<file path="src/rtl/aes_pkg.sv">
// Shared types and GF(2^8) helpers for the MixColumns sequencer.
// xtime multiplies a byte by x modulo the reduction polynomial.
package aes_pkg;

  typedef enum logic [1:0] {
    IDLE = 2'd0,
    MIX  = 2'd1,
    HOLD = 2'd2
  } state_e;

  localparam logic [7:0] XTIME_POLY_DEFAULT = 8'h1B;

  function automatic logic [7:0] xtime(input logic [7:0] b, input logic [7:0] poly);
    xtime = {b[6:0], 1'b0} ^ (b[7] ? poly : 8'h00);
  endfunction

endpackage

</file>
<file path="src/rtl/mix_single_column.sv">
// Combinational MixColumns on one 32-bit column (row 0 in the MSB byte).
module mix_single_column
  import aes_pkg::*;
#(
  parameter logic [7:0] XTIME_POLY = XTIME_POLY_DEFAULT
) (
  input  logic [31:0] col_i,
  output logic [31:0] col_o
);

  logic [7:0] a0, a1, a2, a3;
  logic [7:0] x0, x1, x2, x3;

  assign a0 = col_i[31:24];
  assign a1 = col_i[23:16];
  assign a2 = col_i[15:8];
  assign a3 = col_i[7:0];

  assign x0 = xtime(a0, XTIME_POLY);
  assign x1 = xtime(a1, XTIME_POLY);
  assign x2 = xtime(a2, XTIME_POLY);
  assign x3 = xtime(a3, XTIME_POLY);

  // 3*a is xtime(a) ^ a
  assign col_o[31:24] = x0 ^ (x1 ^ a1) ^ a2 ^ a3;
  assign col_o[23:16] = a0 ^ x1 ^ (x2 ^ a2) ^ a3;
  assign col_o[15:8]  = a0 ^ a1 ^ x2 ^ (x3 ^ a3);
  assign col_o[7:0]   = (x0 ^ a0) ^ a1 ^ a2 ^ x3;

endmodule

</file>
<file path="src/rtl/mixcol_seq.sv">
// Column-serial MixColumns: one column per cycle through a shared mixer,
// then the result is held until the downstream handshake.
//
// state | meaning
// IDLE  | ready for a new state
// MIX   | mixing column col_q this cycle
// HOLD  | result presented on out_data, waiting for out_ready
module mixcol_seq
  import aes_pkg::*;
#(
  parameter logic [7:0] XTIME_POLY = XTIME_POLY_DEFAULT
) (
  input  logic         clk,
  input  logic         rst,
  input  logic         in_valid,
  output logic         in_ready,
  input  logic [127:0] in_data,
  input  logic         in_bypass,
  output logic         out_valid,
  input  logic         out_ready,
  output logic [127:0] out_data,
  output logic         busy
);

  state_e        state_q, state_d;
  logic [1:0]    col_q, col_d;
  logic [127:0]  data_q, data_d;
  logic [31:0]   col_in, col_mixed;
  logic          accept;

  assign accept = in_valid & (state_q == IDLE);

  always_ff @(posedge clk) begin
    if (rst) begin
      state_q <= IDLE;
      col_q   <= 2'd0;
      data_q  <= 128'd0;
    end else begin
      state_q <= state_d;
      col_q   <= col_d;
      data_q  <= data_d;
    end
  end

  always_comb begin
    state_d = state_q;
    case (state_q)
      IDLE: if (accept) state_d = in_bypass ? HOLD : MIX;
      MIX:  if (col_q == 2'd3) state_d = HOLD;
      HOLD: if (out_ready) state_d = IDLE;
      default: state_d = IDLE;
    endcase
  end

  always_comb begin
    in_ready  = (state_q == IDLE);
    out_valid = (state_q == HOLD);
    busy      = (state_q != IDLE);
    out_data  = out_valid ? data_q : 128'd0;
  end

  always_comb begin
    col_in = data_q[127:96];
    case (col_q)
      2'd0: col_in = data_q[127:96];
      2'd1: col_in = data_q[95:64];
      2'd2: col_in = data_q[63:32];
      2'd3: col_in = data_q[31:0];
      default: col_in = data_q[127:96];
    endcase
  end

  mix_single_column #(.XTIME_POLY(XTIME_POLY)) u_mix (
    .col_i(col_in),
    .col_o(col_mixed)
  );

  always_comb begin
    data_d = data_q;
    col_d  = col_q;
    if (accept) begin
      data_d = in_data;
      col_d  = 2'd0;
    end else if (state_q == MIX) begin
      col_d = col_q + 2'd1;
      case (col_q)
        2'd0: data_d[127:96] = col_mixed;
        2'd1: data_d[95:64]  = col_mixed;
        2'd2: data_d[63:32]  = col_mixed;
        2'd3: data_d[31:0]   = col_mixed;
        default: data_d = data_q;
      endcase
    end
  end

endmodule

</file>
<file path="config.mk">
export PLATFORM = sky130hd
export DESIGN_NAME = mixcol_seq
export DESIGN_NICKNAME = d
export VERILOG_FILES = /design/src/rtl/aes_pkg.sv /design/src/rtl/mix_single_column.sv /design/src/rtl/mixcol_seq.sv
export SDC_FILE = /design/constraint.sdc
export NUM_CORES = 1
export LEC_CHECK = 0
export BUFFER_PORTS_ARGS = -buffer_cell sky130_fd_sc_hd__buf_2
export CAP_MARGIN = 30
export CORE_MARGIN = 3
export CORE_UTILIZATION = 55
export DETAILED_ROUTE_END_ITERATION = 12
export PLACE_DENSITY = 0.86
export SLEW_MARGIN = 20
export SYNTH_ARGS = -nofsm -noshare
export SYNTH_HDL_FRONTEND = slang
export SYNTH_SLANG_ARGS = --single-unit
</file>
<file path="constraint.sdc">
create_clock -name clk -period 8.3 [get_ports clk]
set_clock_uncertainty 0.1 [all_clocks]
set_input_delay 2.49 -clock clk [delete_from_list [all_inputs] [get_ports clk]]
set_output_delay 2.49 -clock clk [all_outputs]
set_load 0.1 [all_outputs]
</file>
# --- Word-level counts from Yosys, hierarchy flattened ---
# Cells that the tools add are included.
totals:
  reg_bits: 132
  output_inout_bits: 131
  wordCells: 67
op_classes:
  n_addsub: 1
  n_eq_ne: 8
  muxes: 17
  bitwise: 21
  n_reduce_logical: 14
op_table:
  columns: ["op", "n"]
  rows:
  - ["$mux 128", 3]
  - ["$xor 8x8->8", 20]
  - ["$mux 32", 4]
  - ["$pmux 32 s4", 1]
  - ["$mux 5", 4]
  - ["$reduce_bool 2->1", 6]
  - ["$mux 2", 4]
  - ["$reduce_and 2->1", 4]
  - ["$eq 2x2->1 const B", 3]
  - ["$pmux 2 s3", 1]
  - ["$eq 2x1->1 const B", 2]
  - ["$logic_not 2->1", 2]
  - ["$ne 2x1->1 const B", 2]
  - ["$reduce_and 3->1", 1]
  - ["$add 2x1->2 const B", 1]
  - ["$ne 2x2->1 const B", 1]
  - ["$reduce_or 2->1", 1]
  - ["$and 1x1->1", 1]

# --- Longest topological paths before layout ---
logic_depth:
  ltp_word: 11
  ltp_mapped: 10
  depth_no_buf: 8

# --- Modules after synthesis ---
# From an unflattened synthesis, not the netlist that was laid out.
hier_totals:
  hier_cells: 1002
  area_unflattened_um2: 8617.0
by_module_without_submodules:
  columns: ["mod", "n_inst", "cells_per_inst", "area_each_um2", "seq_area_each_um2"]
  rows:
  - ["mixcol_seq", 1, 923, 7310.8, 2642.5]
  - ["mix_single_column", 1, 79, 1306.3, 0.0]

# --- Worst setup path before layout ---
# No wires, ideal clock.
synth_path:
  path_type: "flip-flop to output port"
  start: "register state_q[0]"
  end: "output port busy"
  arrival_ns: 2.764
  required_ns: 5.710
  path_slack_ns: 2.946
  stages_incl_launch_ff: 4
  path_buffers: 1
  path_cell_list: "dfxtp_1 > clkbuf_1 > nor2_1 > inv_1"
synth_via:
  elab_chain_cells: 1
synth_lines:
  columns: ["element", "line_no", "source"]
  rows:
  - ["start: declaration", "mixcol_seq.sv:25", "state_e state_q, state_d;"]
  - ["start signal: assignment", "mixcol_seq.sv:39", "state_q <= state_d;"]
  - ["$reduce_bool 2->1", "mixcol_seq.sv:58", "busy = (state_q != IDLE);"]
  - ["end: declaration", "mixcol_seq.sv:22", "output logic busy"]
# Every way passes these cells.

# --- Worst setup path in the final report ---
layout_path:
  start: "register state_q[1]"
  end: "output port out_data[2]"
layout_via:
  elab_chain_cells: 2
layout_lines:
  columns: ["element", "line_no", "source"]
  rows:
  - ["$eq 2x2->1", "mixcol_seq.sv:57", "out_valid = (state_q == HOLD);"]
  - ["$mux 128", "mixcol_seq.sv:59", "out_data = out_valid ? data_q : 128'd0;"]
  - ["end: declaration", "mixcol_seq.sv:21", "output logic [127:0] out_data,"]
# Every way passes these cells.

==> results.md <==
- GP Congestion: ~0.94
- Sw Ratio: approximately 42%
- Worst path required time: 5.71 ns
- Area Growth Syn to Fin: 23.4%
- Area fraction in compound gates after synthesis: 25.2%
- CP max FO: 65
- Netlist cell types: 40
- Syn. warnings: 0
- CP Launch Type: flop
- Ys flop type: dfxtp_1
- Num CTS Buffers: 17
- Initial DRC Count: roughly 1300
- H-tree Lvls: 4
- Post-CTS setup buffer count: 0
- Outcome: finished clean
- Setup-failing EPs final: 0
- Most frequent cells in the layout: buf_2, nor2_1, and2_1
- Peak VDD IR: roughly 0.18 mV
- Clock network fraction of design power: 30.4%
- IO Count: between 200 and 300
- Worst setup EP type: output pin
- TritonCTS clock tree: built
- Synth async-reset ratio: 0%
- Combinational cell fraction of total power: ~40%
- Main combinational cell family by area after synthesis: compound AO/OA/AOI/OAI gates
- Part of the power in registers: between 20% and 30%
- Initial Util: 56.6%
- Sequential element share of the synthesized area: slightly above 30%
- First-pass GRT wire length: roughly 48 mm
- RR Startpoint: col_q[0]
- GRT Overall Usage: a little over a third
- Die Area: between 15000 and 20000 um2
- Worst hold path class: reg -> reg
- Worst slew pin tran: 1.12 ns
- Pin count of the biggest net entering global routing: 97
- RSZ-0062 raised after global routing: no
- Synth Cell Area: slightly below 9000 um2
- Share of the synthesized area in the top cell type: a little over 30%
- Vias: between 9000 and 10000
- R2R depth: 9
- Core area: between 15000 and 20000 um2
- CTS Sinks: about 130
- Commonest non-fill, non-tap cell in the layout: buf_2
- Syn avg cell area: between 8 and 9 um2
- Synth Net Count: 1217
- Area contributors post-synth: dfxtp_1, xnor2_1, and2_1
- Final Hold Viols: 0
- Leakage: about 4.7 nW
- Cell area after placement: 10000 um2
- Clock transition at path regs: about 0.060 ns
- Setup TNS Final: 0 ns
- Nets: ~1400
- Synth Area in Adders: less than 1%
- Initial antenna violation count: 1
- Setup CP Type: reg -> out
- RR Endpoint: data_q[41]
- Vias in the first global route: 8653
- Final critical-path required period: 5.45 ns
- Die H: 132 um
- Cell Pwr Density: roughly 250 nW/um2
- DRT Wirelength: between 30 and 40 mm
- Clk_lat worst skew: approximately 0.43 ns
- IO buf count: ~260
- WHS Endpoint: col_q[0]
- Flops & latches, synth: 132
- Relative slew slack: between 20 and 30%
- Worst hold stages: 2
- Worst reg2reg setup slack: ~4 ns
- Hold_sp: col_q[0]
- WL/cell: approximately 21 um
- Sw Pwr: ~1.1 mW
- GR Overflow Total: 0
- DP HPWL: roughly 23 mm
- Root Driver: clkbuf_16
- Post-Synth XOR/XNOR Area: around 17%
- Vias per cell: 6.17
- Worst EP arrival: 2.86 ns
- Yosys top cell by area: dfxtp_1
- Multiplexer area fraction after synthesis: 0.952%
- # hold bufs at CTS: 0
- # DRC: 0
- Layout cells sized above 1: approximately a quarter
- Clock Tree Buf Depth: 2
- N_diodes: 0
- Internal power: between 1.5 and 2 mW
- Mapped Cells: 1079
- Slew Viols, Final: 0
- Crit share post-route: approximately two thirds
- Fin area: between 10000 and 15000 um2
- Total power after layout: ~2.7 mW
- Post-synthesis simple-gate area fraction: between 20% and 30%
- Resize count post-CTS: 0
- Routed Antenna Nets: 0
- Die X: 132 um
- Cell row count: 45
- Post-synth EDFFs: 0
- Fmax: roughly 180 MHz
- Number of max-cap violations: 0
- Initial DRT Pass Iterations: 9
stage by stage:
step / hold slack (ns) / utilization (%) / setup WS, ns / cells
floorplan: 0.366 / - / 2.95 / 1079
global placement: 0.386 / 65.3 / 3.17 / 1472
detailed placement: 0.401 / 65.4 / 3.01 / 1473
CTS: 0.419 / 69.6 / 2.50 / 1505
global route: 0.439 / 69.9 / 2.74 / 1509
finish: 0.419 / 69.9 / 2.85 / 1509
registers in the layout (all words and copies together), names as in the netlist:
signal / cells
col_q: 2
data_q: 128
state_q: 2
cell families after synthesis:
logic type,count (synthesis)
buf+inv,95
fa+ha+maj,5
flops,132
simple gates,381
compound gates,286
xor+xnor,172
mux,8
per-layer routing:
metal	routed length, um	vias up	track usage (%)
met4	1100	2	14.2
li1	-	4218	-
met3	3990	111	8.73
met1	12500	4259	46.8
met2	13900	717	53.6
met5	13	-	0
worst max-delay path, cell delays in order, from the launching register on:
cell and delay [ns]:
dfxtp_1 0.66, nor2b_4 0.38, buf_12 0.24, buf_4 0.45, and2_1 0.21, buf_2 0.43
worst max path at each step:
stage | from | to | slack [ns] | depth (start not counted)
2_1_floorplan | state_q[0] | busy | 2.95 | 3
3_3_place_gp | state_q[1] | out_data[8] | 3.17 | 4
3_5_place_dp | state_q[1] | out_data[2] | 3.01 | 4
4_1_cts | state_q[1] | out_data[84] | 2.50 | 4
5_1_grt | state_q[1] | out_data[84] | 2.74 | 5
6_report | state_q[1] | out_data[2] | 2.85 | 5
final cells by class:
class / instances / area [um2]
Clock buffer: 21 / 460
Clock inverter: 11 / 174
Fill cell: 1274 / 4610
Inverter: 3 / 11.3
Multi-Input combinational cell: 852 / 5690
Sequential cell: 132 / 2640
Tap cell: 211 / 264
Timing Repair Buffer: 279 / 1460
power groups by stage:
| stage | sequential [mW] | combinational [mW] | clock (mW) |
|---|---|---|---|
| 2_1_floorplan | 0.764 | 0.750 | 0 |
| 3_3_place_gp | 0.810 | 1.01 | 0 |
| 3_5_place_dp | 0.812 | 1.02 | 0 |
| 4_1_cts | 0.799 | 1.03 | 0.815 |
| 5_1_grt | 0.810 | 1.13 | 0.849 |
| 6_report | 0.804 | 1.07 | 0.819 |
synthesized netlist by cell type (7+ instances only):
cell / n
a2111oi_0: 49
a2111oi_2: 10
a21o_1: 7
a21oi_1: 23
a222oi_1: 32
a22oi_1: 47
and2_1: 132
clkbuf_1: 79
dfxtp_1: 132
nand2_1: 58
nor2_1: 169
o21ai_0: 68
o2bb2ai_1: 16
xnor2_1: 110
xor2_1: 61
Note: power is estimated with default switching activity, not from simulation.
